### src/rtl/usb_rx_pkg.sv
// Shared types and default constants for the USB full-speed receive framer.
package usb_rx_pkg;

  typedef enum logic [2:0] {
    IDLE,
    SYNC,
    RECEIVE,
    EOP_WAIT,
    ERROR
  } rx_state_t;

  // Sync pattern KJKJKJKK decodes to 0000_0001 on the wire, i.e. 8'h80 LSB-first.
  localparam logic [7:0]  SYNC_BYTE_DEF = 8'h80;

  // Number of consecutive decoded 1s after which the transmitter inserts a 0.
  localparam int unsigned STUFF_LEN_DEF = 6;

endpackage

### src/rtl/usb_rx_framer_nrzi_decode.sv
// NRZI decoder: a level repeated from the previous bit centre is a 1, a change is a 0.
// The reference level is parked at J (1) whenever the framer is idle.
module nrzi_decode (
  input  logic clk,
  input  logic n_rst,
  input  logic d_plus_i,
  input  logic shift_en_i,
  input  logic eop_i,
  input  logic clear_i,
  output logic bit_o,
  output logic valid_o
);

  logic prev_bit_q;
  logic prev_bit_d;

  // Track the line level at the last bit centre; SE0 periods never update it.
  always_comb begin
    prev_bit_d = prev_bit_q;
    if (clear_i) begin
      prev_bit_d = 1'b1;
    end else if (shift_en_i && !eop_i) begin
      prev_bit_d = d_plus_i;
    end
  end

  // Reference level register.
  always_ff @(posedge clk or negedge n_rst) begin
    if (!n_rst) begin
      prev_bit_q <= 1'b1;
    end else begin
      prev_bit_q <= prev_bit_d;
    end
  end

  assign bit_o   = (d_plus_i == prev_bit_q);
  assign valid_o = shift_en_i & ~eop_i & ~clear_i;

endmodule

### src/rtl/usb_rx_framer.sv
// USB full-speed receive framer: sync check, byte assembly and FIFO write strobe.
// Optional bit-unstuffing is compiled in when BIT_STUFF_EN is defined.
//
//   state    | meaning
//   ---------+-----------------------------------------------------------
//   IDLE     | bus at J, waiting for the first K of a sync pattern
//   SYNC     | assembling the first byte, must equal SYNC_BYTE
//   RECEIVE  | assembling data bytes, each one written to the FIFO
//   EOP_WAIT | clean end of packet, waiting for SE0 to return to J
//   ERROR    | framing fault, waiting for SE0 followed by J
module usb_rx_framer
  import usb_rx_pkg::*;
#(
  parameter logic [7:0]  SYNC_BYTE = SYNC_BYTE_DEF
`ifdef BIT_STUFF_EN
  ,
  parameter int unsigned STUFF_LEN = STUFF_LEN_DEF
`endif
) (
  input  logic       clk,
  input  logic       n_rst,
  input  logic       d_plus_sync,
  input  logic       eop,
  input  logic       shift_enable,
  output logic       rcving,
  output logic       w_enable,
  output logic [7:0] rx_data,
  output logic       r_error
);

  rx_state_t  state_q, state_d;

  logic [7:0] sr_q, sr_d;
  logic [2:0] cnt_q, cnt_d;
  logic [7:0] rx_data_q, rx_data_d;
  logic       w_en_q, w_en_d;
  logic       r_err_q, r_err_d;
  logic       eop_seen_q, eop_seen_d;

  logic       nrzi_clear;
  logic       dec_bit;
  logic       dec_valid;
  logic       in_frame;
  logic       stuff_slot;
  logic       bit_take;
  logic       stuff_err;
  logic       byte_done;
  logic [7:0] byte_nxt;

`ifdef BIT_STUFF_EN
  localparam int unsigned OW = $clog2(STUFF_LEN + 1);
  logic [OW-1:0] ones_q, ones_d;
  assign stuff_slot = (ones_q == OW'(STUFF_LEN));
`else
  assign stuff_slot = 1'b0;
`endif

  nrzi_decode u_nrzi (
    .clk        (clk),
    .n_rst      (n_rst),
    .d_plus_i   (d_plus_sync),
    .shift_en_i (shift_enable),
    .eop_i      (eop),
    .clear_i    (nrzi_clear),
    .bit_o      (dec_bit),
    .valid_o    (dec_valid)
  );

  // A stuffed bit is consumed by the decoder but never reaches the shift register.
  assign in_frame  = (state_q == SYNC) || (state_q == RECEIVE);
  assign bit_take  = dec_valid && in_frame && !stuff_slot;
  assign stuff_err = dec_valid && in_frame && stuff_slot && dec_bit;
  assign byte_nxt  = {dec_bit, sr_q[7:1]};
  assign byte_done = bit_take && (cnt_q == 3'd7);

  // State register.
  always_ff @(posedge clk or negedge n_rst) begin
    if (!n_rst) begin
      state_q <= IDLE;
    end else begin
      state_q <= state_d;
    end
  end

  // Next-state logic.
  always_comb begin
    state_d = state_q;
    case (state_q)
      IDLE: begin
        if (!d_plus_sync && !eop) state_d = SYNC;
      end
      SYNC: begin
        if (eop || stuff_err) begin
          state_d = ERROR;
        end else if (byte_done) begin
          state_d = (byte_nxt == SYNC_BYTE) ? RECEIVE : ERROR;
        end
      end
      RECEIVE: begin
        // An SE0 that starts mid-byte is a framing error straight away; on a
        // byte boundary the packet ends at the next bit centre.
        if (eop) begin
          if (cnt_q != 3'd0) begin
            state_d = ERROR;
          end else if (shift_enable) begin
            state_d = EOP_WAIT;
          end
        end else if (stuff_err) begin
          state_d = ERROR;
        end
      end
      EOP_WAIT: begin
        if (!eop && d_plus_sync) state_d = IDLE;
      end
      ERROR: begin
        if (eop_seen_q && !eop && d_plus_sync) state_d = IDLE;
      end
      default: state_d = IDLE;
    endcase
  end

  // Output logic.
  always_comb begin
    rcving     = (state_q != IDLE);
    nrzi_clear = (state_q == IDLE);
    w_enable   = w_en_q;
    rx_data    = rx_data_q;
    r_error    = r_err_q;
  end

  // Datapath next values: shift register, bit counter, write strobe and error flag.
  always_comb begin
    sr_d       = sr_q;
    cnt_d      = cnt_q;
    rx_data_d  = rx_data_q;
    w_en_d     = 1'b0;
    r_err_d    = r_err_q;
    eop_seen_d = eop_seen_q;

    if (state_q == IDLE) begin
      cnt_d      = 3'd0;
      eop_seen_d = 1'b0;
    end else if (bit_take) begin
      sr_d  = byte_nxt;
      cnt_d = cnt_q + 3'd1;
    end

    if ((state_q == RECEIVE) && byte_done) begin
      w_en_d    = 1'b1;
      rx_data_d = byte_nxt;
    end

    // The error flag survives the return to IDLE and clears only on a new start.
    if ((state_q == IDLE) && (state_d == SYNC)) r_err_d = 1'b0;
    if (state_d == ERROR) r_err_d = 1'b1;

    // Leaving ERROR needs an SE0 first, so a J seen before the EOP cannot end it.
    if ((state_q != ERROR) && (state_d == ERROR)) begin
      eop_seen_d = eop;
    end else if ((state_q == ERROR) && eop) begin
      eop_seen_d = 1'b1;
    end
  end

  // Datapath registers.
  always_ff @(posedge clk or negedge n_rst) begin
    if (!n_rst) begin
      sr_q       <= 8'h00;
      cnt_q      <= 3'd0;
      rx_data_q  <= 8'h00;
      w_en_q     <= 1'b0;
      r_err_q    <= 1'b0;
      eop_seen_q <= 1'b0;
    end else begin
      sr_q       <= sr_d;
      cnt_q      <= cnt_d;
      rx_data_q  <= rx_data_d;
      w_en_q     <= w_en_d;
      r_err_q    <= r_err_d;
      eop_seen_q <= eop_seen_d;
    end
  end

`ifdef BIT_STUFF_EN
  // Run length of decoded 1s; the stuffed bit that follows a full run restarts it.
  always_comb begin
    ones_d = ones_q;
    if (state_q == IDLE) begin
      ones_d = '0;
    end else if (dec_valid && in_frame) begin
      if (stuff_slot || !dec_bit) begin
        ones_d = '0;
      end else begin
        ones_d = ones_q + OW'(1);
      end
    end
  end

  // Run-length register.
  always_ff @(posedge clk or negedge n_rst) begin
    if (!n_rst) begin
      ones_q <= '0;
    end else begin
      ones_q <= ones_d;
    end
  end
`endif

endmodule
### config.mk
export PLATFORM = sky130hd
export DESIGN_NAME = usb_rx_framer
export DESIGN_NICKNAME = d
export VERILOG_FILES = /design/src/rtl/usb_rx_pkg.sv /design/src/rtl/usb_rx_framer_nrzi_decode.sv /design/src/rtl/usb_rx_framer.sv
export SDC_FILE = /design/constraint.sdc
export NUM_CORES = 1
export LEC_CHECK = 0
export CORE_UTILIZATION = 40
export DETAILED_ROUTE_END_ITERATION = 8
export PLACE_DENSITY = 0.66
export SLEW_MARGIN = 40
export SYNTH_ARGS = -nofsm -noshare
export SYNTH_HDL_FRONTEND = slang
export SYNTH_HIERARCHICAL = 1
export SYNTH_SLANG_ARGS = --single-unit
### constraint.sdc
create_clock -name clk -period 4.6 [get_ports clk]
set_clock_uncertainty 0.2 [all_clocks]
set_input_delay 0.46 -clock clk [delete_from_list [all_inputs] [get_ports clk]]
set_output_delay 0.46 -clock clk [all_outputs]
set_load 0.05 [all_outputs]
# == Yosys cells after proc, flatten, opt, wreduce, memory -nomap -nowiden ==
# Cells that the tools add are included.
# classes
mux,20
reduce_logical,22
n_addsub,1
bitwise_logic,4
eq_ne,10
# op_table
cell,count
2-to-1 mux 3 bit,11
one-hot mux 3 bit (5 select lines),1
logical AND 1 bit,11
"equality test 3 bit, second input constant",3
nonzero test 3 bit,3
"equality test 8 bit, second input constant",1
2-to-1 mux 1 bit,8
"equality test 3 x 1 -> 1 bit, second input constant",2
"equality test 3 x 2 -> 1 bit, second input constant",2
nonzero test 2 bit,3
"adder 3 x 1 -> 3 bit, second input constant",1
zero test 3 bit,1
"inequality test 3 bit, second input constant",1
AND 1 bit,2
zero test 1 bit,2
inverter 1 bit,2
AND reduction 2 bit,1
equality test 1 bit,1
logical OR 1 bit,1
# totals
register_bits,26
output_inout_bits,11
wordCells,65

# == Longest topological paths before layout ==
# Gate-level depths: netlist (run 1).
# depth
word_depth,12
depth_mapped,9
ltp_nobuf,8

# == Hierarchy ==
# Netlist (run 1), hierarchy kept.
# modules_own_cells
mod,cells_per_inst,area_per_inst_um2,instances
usb_rx_framer,101,1219.9,1
nrzi_decode,7,72.6,1

# == Worst setup path before layout (run 1) ==
# OpenSTA, ideal clock, no wires.
# synth_timing
path_type,reg-to-reg
startpoint,register state_q[0]
endpoint,register eop_seen_q
setup_ps,120
required_ps,4280
path_buffers,1
stages_incl_launch_ff,10
path_slack_ps,2149
arrival_ps,2131
synth_period_minus_slack_ps,2451
cell_sequence,dfrtp_1 > buf_2 > nor2_1 > nand2_1 > inv_1 > nor2b_1 > nand2_1 > nor4b_2 > nand2_1 > a31o_1
# synth_between
elab_chain_cells,11
# synth_rtl
item,line,source
from (decl),usb_rx_framer.sv:31,"rx_state_t state_q, state_d;"
from (signal assigned),usb_rx_framer.sv:81,state_q <= state_d;
zero test 3 bit (*),usb_rx_framer.sv:125,nrzi_clear = (state_q == IDLE);
named net nrzi_clear,usb_rx_framer.sv:40,logic nrzi_clear;
inverter 1 bit (no source line) (*),--,
AND 1 bit (*),usb_rx_framer_nrzi_decode.sv:37,assign valid_o = shift_en_i & ~eop_i & ~clear_i;
named net dec_valid,usb_rx_framer.sv:42,logic dec_valid;
logical AND 1 bit (*),--,
logical AND 1 bit (*),usb_rx_framer.sv:74,assign byte_done = bit_take && (cnt_q == 3'd7);
2-to-1 mux 3 bit (*),usb_rx_framer.sv:95,end else if (byte_done) begin
2-to-1 mux 3 bit (*),usb_rx_framer.sv:93,if (eop || stuff_err) begin
one-hot mux 3 bit (5 select lines) (*),usb_rx_framer.sv:88,case (state_q)
equality test 3 bit (*),usb_rx_framer.sv:158,if ((state_q != ERROR) && (state_d == ERROR)) begin
logical AND 1 bit (*),usb_rx_framer.sv:158,
nonzero test 3 bit (no source line) / 2-to-1 mux 1 bit (equally long branches),--,
to (signal assigned),usb_rx_framer.sv:180,eop_seen_q <= eop_seen_d;
to (decl),usb_rx_framer.sv:38,"logic eop_seen_q, eop_seen_d;"
# Mark *: on every way through the listed nets, which the timed path passes. The rest lies on a longest branch.
# A chain may end at the register's enable or synchronous reset.

# == Worst setup path in the final report (run 1) ==
# layout_timing
startpoint,register state_q[1]
endpoint,output port rcving
# layout_between
elab_chain_cells,1
# layout_rtl
item,line,source
nonzero test 3 bit,usb_rx_framer.sv:124,rcving = (state_q != IDLE);
to (decl),usb_rx_framer.sv:25,"output logic rcving,"
# No other way between the ends.

==> results of run 1 <==
==> synth_stat cells (2+ instances only) <==
master,count,area [sq um]
o2111ai_1,2,17.52
inv_1,8,30.03
mux2_2,4,45.04
nor2b_1,2,12.51
nand2b_1,4,25.02
o21ai_1,5,25.02
xor2_1,2,17.52
a21oi_1,4,20.02
buf_2,2,10.01
dfrtp_1,24,600.6
nand2_1,5,18.77
nand3_1,3,15.01
ha_1,3,37.54
nor2_1,5,18.77
mux2_4,11,165.2
==> cell type report <==
type                            count  area [sq um]
Fill cell                         294          1549
Tap cell                           44         55.05
Sequential cell                    25         626.9
Clock buffer                        4         26.28
Inverter                            9         33.78
Timing Repair Buffer               16         155.1
Multi-Input combinational cell     70         606.8
==> where the power goes <==
part	leakage, nW	switching [mW]	internal (mW)	total (mW)
sequential	0.336	0.0338	0.244	0.278
clock	0.0150	0.0592	0.0337	0.0930
combinational	0.364	0.105	0.0706	0.175
==> how the worst max path moves through the flow <==
stage          startpoint          to  slack [ps]
2_1_floorplan  state_q[0]  eop_seen_q        2150
3_5_place_dp          eop     sr_q[5]        1870
4_1_cts        state_q[1]      rcving        1780
6_report       state_q[1]      rcving        1740
3_3_place_gp          eop  eop_seen_q        1960
5_1_grt        state_q[1]      rcving        1650
==> logic make-up after synthesis <==
family	after synthesis
DFF	25
xor gates and xnor gates	3
adders and majority gates	3
buffers and inverters	13
muxes	16
and+or+nand+nor	30
AOI/OAI and AO/OA	18
==> timing repair <==
action                                 in CTS  in global routing
endpoints found under the hold margin      24                  0
setup buffers                               0                  0
hold buffers                                1                  0
gates resized for setup                     0                  0
==> sequential cells by signal, indices dropped and copies added (netlist names) <==
name	flops
eop_seen_q	1
w_enable	1
sr_q	7
rx_data	8
r_error	1
u_nrzi/prev_bit_q	1
state_q	3
cnt_q	3
==> cells in the final DEF (no fill, tap or decap), types with 2 or more instances in the layout <==
master | synthesis | layout
dfrtp_1 | 24 | 24
clkdlybuf4s50_1 | 0 | 14
mux2_4 | 11 | 11
inv_1 | 8 | 8
nor2_1 | 5 | 5
nand2_1 | 5 | 5
o21ai_1 | 5 | 5
nand2b_1 | 4 | 4
a21oi_1 | 4 | 4
mux2_2 | 4 | 4
nand3_1 | 3 | 3
ha_1 | 3 | 3
clkbuf_4 | 0 | 3
xor2_1 | 2 | 2
nor2b_1 | 2 | 2
o2111ai_1 | 2 | 2
==> routing by layer <==
metal / wire (um) / GRT usage / part of all wire / up-vias
li1: - / - / - / 412
met1: 1098 / 0.1883 / 0.47 / 445
met2: 1139 / 0.2614 / 0.49 / 12
met3: 65 / 0.02637 / 0.028 / 2
met4: 10 / 0.03401 / 0.0043 / 0
met5: 0 / 0 / 0 / -
==> through the flow <==
step	area (sq um)	cells	setup slack (ps)	power, mW
2_1_floorplan	1292	108	2149	0.4041
3_3_place_gp	1473	163	1957	0.4486
3_5_place_dp	1468	163	1871	0.4542
4_1_cts	1504	168	1779	0.5512
5_1_grt	1504	168	1655	0.5804
6_report	1504	168	1736	0.5460
==> impl_metrics.env, run 1 <==
export IMPL_outcome="finished clean"
export IMPL_ioPinCount=16
export IMPL_nets=133
export IMPL_required_ps=3940
export IMPL_grt_max_degree=26
export IMPL_finalSetupViolCount=0
export IMPL_drv_cap=0
export IMPL_core_area_sq_um=3053
export IMPL_h_tree_depth=1
export IMPL_endpoint_kind="primary output"
export IMPL_cts_tree="done"
export IMPL_dr_pass1_iters=4
export IMPL_cts_buffers=3
export IMPL_area_delta_synth_final_pct=16.36
export IMPL_root_buffer="clkbuf_4"
export IMPL_critPathMaxFanout=12
export IMPL_synth_fa_ha_area_frac=0.02904
export IMPL_timing_fmax_ghz=0.3492
export IMPL_start_kind="flip-flop"
export IMPL_hold_class="flip-flop to flip-flop"
export IMPL_drv_slew=0
export IMPL_worst_slew_pin_slew_ps=556.8
export IMPL_cp_slowest_cell="clkdlybuf4s50_1"
export IMPL_arrival_ps=2200
export IMPL_ys_flop_type="dfrtp_1"
export IMPL_drive_above_1_share=0.2097
export IMPL_cellPowerDensity_nw_per_um2=363.1
export IMPL_io_buffers=15
export IMPL_period_share=0.6226
export IMPL_synth_edf_count=0
export IMPL_clk_latency_ps=300
export IMPL_timing_rr_end="eop_seen_q"
export IMPL_async_flop_share=1.000
export IMPL_clock_path_buffers=2
export IMPL_synth_simple_area_share=0.1578
export IMPL_rsz0062_at_grt="no"
export IMPL_dieArea_sq_um=3463
export IMPL_critPathKind="flip-flop to primary output"
export IMPL_worst_path_stages=3
export IMPL_placementRows=20
export IMPL_grt_pass1_wl_mm=3.912
export IMPL_crit_buf_inv=1
export IMPL_syn_cell_area_sq_um=1292
export IMPL_maxSlewHeadroom=0.6288
export IMPL_gp_congestion=0.8360
export IMPL_drtIter0Drc=16
export IMPL_path_clk_slew_ps=130
export IMPL_vdd_drop_max_mv=0.2261
export IMPL_synth_fp_nets=116
export IMPL_synth_top_family_by_area="multiplexers"
export IMPL_critical_path_cell_chain="nor2_1, nand2_1, clkdlybuf4s50_1"
export IMPL_synth_xor_area_frac=0.02033
export IMPL_hp_start="cnt_q[0]"
export IMPL_synth_compound_area_frac=0.09197
export IMPL_ff2ff_path_depth=8
export IMPL_n_antenna_cell=0
export IMPL_wirelength_mm=2.312
export IMPL_antenna_found_initial=0
export IMPL_antenna_left=0
export IMPL_vias=871
export IMPL_cp_top_family="buffers and inverters"
export IMPL_fin_setup_tns_ps=0
export IMPL_yosysSeqAreaShare=0.4850
export IMPL_yosysWarnings=6
export IMPL_start_util=0.4234
export IMPL_final_core_util=0.4926
export IMPL_synthDistinctLibCells=39
export IMPL_grt_overflow_total=0
export IMPL_routedWlPerCell_um=13.76
export IMPL_ff2ff_setup_slack_ps=2070
export IMPL_die_h_um=58.85
export IMPL_place_hpwl_mm=1.668
export IMPL_r2r_start="state_q[1]"
export IMPL_cpPeakStageDelay_ps=850
export IMPL_synth_area_per_cell_sq_um=11.97
export IMPL_vias_per_cell=5.185
export IMPL_cts_sinks=25
export IMPL_grt_usage=0.1483
export IMPL_drc=0
export IMPL_ys_ff_latch=25
export IMPL_finalHoldViolCount=0
export IMPL_holdPathStages=1
export IMPL_fin_hold_ws_ps=320.1
export IMPL_finalCriticalPeriod_ps=2864
export IMPL_power_leakage_nw=0.7142
export IMPL_netlist_instances=108
export IMPL_grt_pass1_vias=832
export IMPL_synthMuxAreaShare=0.1704
export IMPL_chipWidth_um=58.85
export IMPL_min_to="cnt_q[0]"
Note: power is estimated with default switching activity, not from simulation.
==> inputs of run 2 (changes only) <==
PLACE_DENSITY = 0.68   (was 0.66)
clock period = 2.3 ns   (was 4.6 ns; I/O delays follow)
==> run 2 against run 1 <==
- sequential cell count is the same
- count of clock-buffer cells in the layout is 1 lower
- wire length up 3.6%
- power rose by 110%
- final cell count is 3.0% higher
- die area unchanged
- first-iteration DRC count up 25%
- final area increased by 2.7%
- setup slack got worse by 1500 ps
- combinational power is 130% higher
- register-to-register slack worse by 1900 ps
- largest power group unchanged
- sequential power is 87% higher
==> impl_metrics.env, run 2 (same netlist as run 1, synthesis figures left out) <==
export IMPL_outcome="finished clean"
export IMPL_chipWidth_um=58.85
export IMPL_dieArea_sq_um=3463
export IMPL_worst_path_stages=7
export IMPL_design_area_sq_um=1545
export IMPL_cts_buffers=3
export IMPL_gp_congestion=0.8226
export IMPL_fin_hold_ws_ps=53.13
export IMPL_place_hpwl_mm=1.778
export IMPL_timing_fmax_ghz=0.4786
export IMPL_die_h_um=58.85
export IMPL_cts_sinks=25
export IMPL_hold_class="primary input to asynchronous set/reset pin"
export IMPL_grt_pass1_vias=878
export IMPL_cellPowerDensity_nw_per_um2=725.1
export IMPL_cpPeakStageDelay_ps=380
export IMPL_drc=0
export IMPL_seqPwrFrac=0.464
export IMPL_period_share=0.9085
export IMPL_vdd_drop_max_mv=0.3969
export IMPL_worstSetupEndpoint="state_q[1]"
export IMPL_cts_hold_buf=0
export IMPL_h_tree_depth=1
export IMPL_place_area_sq_um=1518
export IMPL_largest_reg_flops=8
export IMPL_pre_cts_slack_ps=-18.52
export IMPL_required_ps=2310
export IMPL_grt_pass1_wl_mm=4.057
export IMPL_comb_power_share=0.361
export IMPL_fillers=278
export IMPL_power_leakage_nw=0.7435
export IMPL_mostFrequentLayoutCells="dfrtp_1, clkdlybuf4s50_1, mux2_4"
export IMPL_startpoint="state_q[0]"
export IMPL_dr_pass1_iters=4
export IMPL_drv_cap=0
export IMPL_finalCriticalPeriod_ps=2089
export IMPL_vias=872
export IMPL_ioPinCount=16
export IMPL_setup_slack_ps=210.5
export IMPL_switching_power_mw=0.4087
export IMPL_clockPowerShare=0.175
export IMPL_core_area_sq_um=3053
export IMPL_start_kind="flip-flop"
export IMPL_drive_above_1_share=0.2636
export IMPL_sw_frac_of_total=0.3648
export IMPL_n_antenna_cell=0
export IMPL_endpoint_kind="flip-flop"
export IMPL_start_util=0.4234
export IMPL_cts_setup_buffers=0
export IMPL_grt_overflow_total=0
export IMPL_antenna_left=0
export IMPL_r2r_start="state_q[0]"
export IMPL_cts_resized=0
export IMPL_grt_usage=0.1575
export IMPL_finalSetupViolCount=0
export IMPL_arrival_ps=2100
export IMPL_io_buffers=15
export IMPL_timing_rr_end="state_q[1]"
export IMPL_grt_max_degree=26
export IMPL_intPower_mw=0.7117
export IMPL_area_delta_synth_final_pct=19.55
export IMPL_final_common_cell="dfrtp_1"
export IMPL_cts_tree="done"
export IMPL_ff2ff_setup_slack_ps=210
export IMPL_path_clk_slew_ps=140
export IMPL_ff2ff_path_depth=7
export IMPL_placementRows=20
export IMPL_cp_top_family="simple AND/OR/NAND/NOR gates"
export IMPL_worst_slew_pin_slew_ps=496.1
export IMPL_clk_latency_ps=310
export IMPL_crit_buf_inv=1
export IMPL_finalHoldViolCount=0
export IMPL_fin_setup_tns_ps=0
export IMPL_critPathMaxFanout=14
export IMPL_drtIter0Drc=20
export IMPL_nets=138
export IMPL_wirelength_mm=2.395
export IMPL_vias_per_cell=5.040
export IMPL_cp_slowest_cell="dfrtp_1"
export IMPL_maxSlewHeadroom=0.6683
export IMPL_critical_path_cell_chain="nor2_1, nand2_2, inv_1, nor2b_1, nand3_2, nor3b_1, o21ai_1"
export IMPL_drv_slew=0
export IMPL_antenna_found_initial=0
export IMPL_routedWlPerCell_um=13.84
export IMPL_rsz0062_at_grt="no"
export IMPL_clock_path_buffers=2
export IMPL_critPathKind="flip-flop to flip-flop"
export IMPL_root_buffer="clkbuf_4"
run 2: how the worst min path moves through the flow:
| stage | startpoint | end |
|---|---|---|
| 2_1_floorplan | n_rst | cnt_q[0] |
| 3_5_place_dp | rx_data[7] | rx_data[7] |
| 6_report | n_rst | sr_q[1] |
| 5_1_grt | n_rst | rx_data[0] |
| 3_3_place_gp | rx_data[6] | rx_data[6] |
| 4_1_cts | n_rst | sr_q[1] |
run 2: area by class of cell:
| class | count | area (sq um) | area share |
|---|---|---|---|
| repair buffers | 21 | 192.7 | 0.1247 |
| well taps | 44 | 55.05 | 0.03563 |
| multi-input cells | 70 | 609.3 | 0.3943 |
| clock buffers | 3 | 22.52 | 0.01457 |
| inverters | 9 | 33.78 | 0.02186 |
| flip-flops and latches | 25 | 626.9 | 0.4057 |
| clock inverters | 1 | 5.005 | 0.003239 |
run 2: metrics by stage:
stage | power (mW) | utilization | instances
final | 1.120 | 0.5061 | 173
after CTS | 1.127 | 0.5061 | 173
after global routing | 1.183 | 0.5061 | 173
after global placement | 0.9212 | 0.4971 | 169
after floorplan | 0.8120 | - | 108
after detailed placement | 0.9347 | 0.4971 | 169
run 2: per-layer routing:
metal  vias to the layer above  share of wire  track usage
met5                         -              0            0
li1                        421              -            -
met1                       435           0.46       0.2022
met3                         2          0.021      0.01978
met2                        14           0.50       0.2695
met4                         0          0.015      0.06122
run 2: power groups by stage:
| stage | combinational [mW] | clock (mW) | sequential [mW] |
|---|---|---|---|
| floorplan | 0.252 | 0 | 0.560 |
| global placement | 0.393 | 0 | 0.528 |
| detailed placement | 0.406 | 0 | 0.529 |
| CTS | 0.408 | 0.199 | 0.520 |
| global route | 0.438 | 0.217 | 0.528 |
| finish | 0.405 | 0.196 | 0.519 |
==> inputs of run 3 (changes only) <==
CORE_MARGIN = 3   (was unset)
PLACE_DENSITY = 0.67   (was 0.68)
==> run 3 against run 2 <==
- combinational power is 1% lower
- via count is 0.92% higher
- utilization down 0.33 points
- setup slack improved by 35 ps
- critical endpoint is now sr_q[5]
- die area increased by 14%
- critical path depth is 1 lower
- register-to-register slack gained 40 ps
- final area increased by 0.16%
- power increased by 0.58%
==> impl_metrics.env, run 3 (same netlist as run 1, synthesis figures left out) <==
export IMPL_mostFrequentLayoutCells="dfrtp_1, clkdlybuf4s50_1, mux2_4"
export IMPL_hold_class="primary input to asynchronous set/reset pin"
export IMPL_cts_resized=0
export IMPL_worst_slew_pin_slew_ps=496.1
export IMPL_stdcell_count=173
export IMPL_cts_setup_buffers=0
export IMPL_ioPinCount=16
export IMPL_cts_buffers=3
export IMPL_power_leakage_nw=0.7397
export IMPL_ff2ff_path_depth=6
export IMPL_chipWidth_um=62.85
export IMPL_timing_rr_end="sr_q[5]"
export IMPL_arrival_ps=2090
export IMPL_finalSetupViolCount=0
export IMPL_nets=138
export IMPL_placementRows=20
export IMPL_drtIter0Drc=15
export IMPL_dieArea_sq_um=3949
export IMPL_place_inst=169
export IMPL_ff2ff_setup_slack_ps=250
export IMPL_start_util=0.4199
export IMPL_clock_path_buffers=2
export IMPL_fin_setup_tns_ps=0
export IMPL_area_delta_synth_final_pct=19.75
export IMPL_drv_cap=0
export IMPL_grt_max_degree=26
export IMPL_core_area_sq_um=3078
export IMPL_switching_power_mw=0.4133
export IMPL_grt_overflow_total=0
export IMPL_maxSlewHeadroom=0.6682
export IMPL_period_share=0.8931
export IMPL_finalHoldViolCount=0
export IMPL_io_buffers=15
export IMPL_drv_slew=0
export IMPL_clockPowerShare=0.185
export IMPL_seqPwrFrac=0.461
export IMPL_drc=0
export IMPL_wl_met3_um=116
export IMPL_vdd_drop_max_mv=0.5966
export IMPL_critPathMaxFanout=14
export IMPL_grt_pass1_vias=892
export IMPL_largest_reg_flops=8
export IMPL_critPathKind="flip-flop to flip-flop"
export IMPL_final_core_util=0.5028
export IMPL_cts_hold_buf=0
export IMPL_antenna_found_initial=0
export IMPL_rsz0062_at_grt="no"
export IMPL_required_ps=2330
export IMPL_outcome="finished clean"
export IMPL_timing_fmax_ghz=0.4868
export IMPL_clk_latency_ps=330
export IMPL_cts_tree="done"
export IMPL_top_layer="met4"
export IMPL_gp_congestion=0.8397
export IMPL_n_antenna_cell=0
export IMPL_sw_frac_of_total=0.3668
export IMPL_cellPowerDensity_nw_per_um2=728.1
export IMPL_comb_power_share=0.354
export IMPL_route_met2_wl_mm=1.052
export IMPL_grt_usage=0.1293
export IMPL_grt_pass1_wl_mm=4.077
export IMPL_cts_sinks=25
export IMPL_wl_met1_mm=1.061
export IMPL_final_common_cell="dfrtp_1"
export IMPL_r2r_start="state_q[0]"
export IMPL_root_buffer="clkbuf_4"
export IMPL_endpoint_kind="flip-flop"
export IMPL_vias=880
export IMPL_intPower_mw=0.7136
export IMPL_h_tree_depth=1
export IMPL_start_kind="flip-flop"
export IMPL_path_clk_slew_ps=140
export IMPL_dr_pass1_iters=4
export IMPL_die_h_um=62.85
export IMPL_routedWlPerCell_um=13.03
export IMPL_wirelength_mm=2.254
export IMPL_drive_above_1_share=0.2636
export IMPL_vias_per_cell=5.087
export IMPL_finalCriticalPeriod_ps=2054
export IMPL_antenna_left=0
export IMPL_place_hpwl_mm=1.684
run 3: critical path, stage by stage (launching register included):
cell and delay, ps:
dfrtp_1 390, nor2_1 70, nand2_2 140, inv_1 90, nor2b_1 300, nand3_2 370, mux2_4 400
run 3: how the worst max path moves through the flow:
stage,slack (ps),start,to,cells past startpoint
2_1_floorplan,40,state_q[0],eop_seen_q,9
5_1_grt,80,state_q[1],state_q[1],7
6_report,250,state_q[0],sr_q[5],6
4_1_cts,230,state_q[0],eop_seen_q,8
3_5_place_dp,10,shift_enable,eop_seen_q,7
3_3_place_gp,70,shift_enable,eop_seen_q,7
run 3: layer usage:
layer / vias up / global-route usage
met5: - / 0
met1: 437 / 0.1648
met2: 21 / 0.2130
met4: 0 / 0.03306
li1: 418 / -
met3: 4 / 0.03957
run 3: area by class of cell:
type,instances,area (sq um)
Fill cell,296,1530
Sequential cell,25,626.9
Multi-Input combinational cell,70,609.3
Timing Repair Buffer,21,192.7
Tap cell,44,55.05
Inverter,9,33.78
Clock buffer,3,22.52
Clock inverter,1,7.507
run 3: power by group through the flow:
stage	clock, mW	combinational, mW	sequential, mW
after floorplan	0	0.252	0.560
after global placement	0	0.393	0.527
after detailed placement	0	0.403	0.528
after CTS	0.218	0.405	0.519
after global routing	0.237	0.438	0.527
final	0.208	0.399	0.519
run 3: metrics by stage:
step | setup slack (ps) | instance area (sq um) | hold WS (ps) | total power, mW
3_3_place_gp | 66.98 | 1518 | 294.2 | 0.9191
6_report | 245.9 | 1548 | 40.33 | 1.127
5_1_grt | 83.53 | 1548 | 36.53 | 1.202
4_1_cts | 233.2 | 1548 | 40.83 | 1.143
3_5_place_dp | 12.99 | 1518 | 298.1 | 0.9319
2_1_floorplan | 36.17 | 1295 | -265.6 | 0.8120
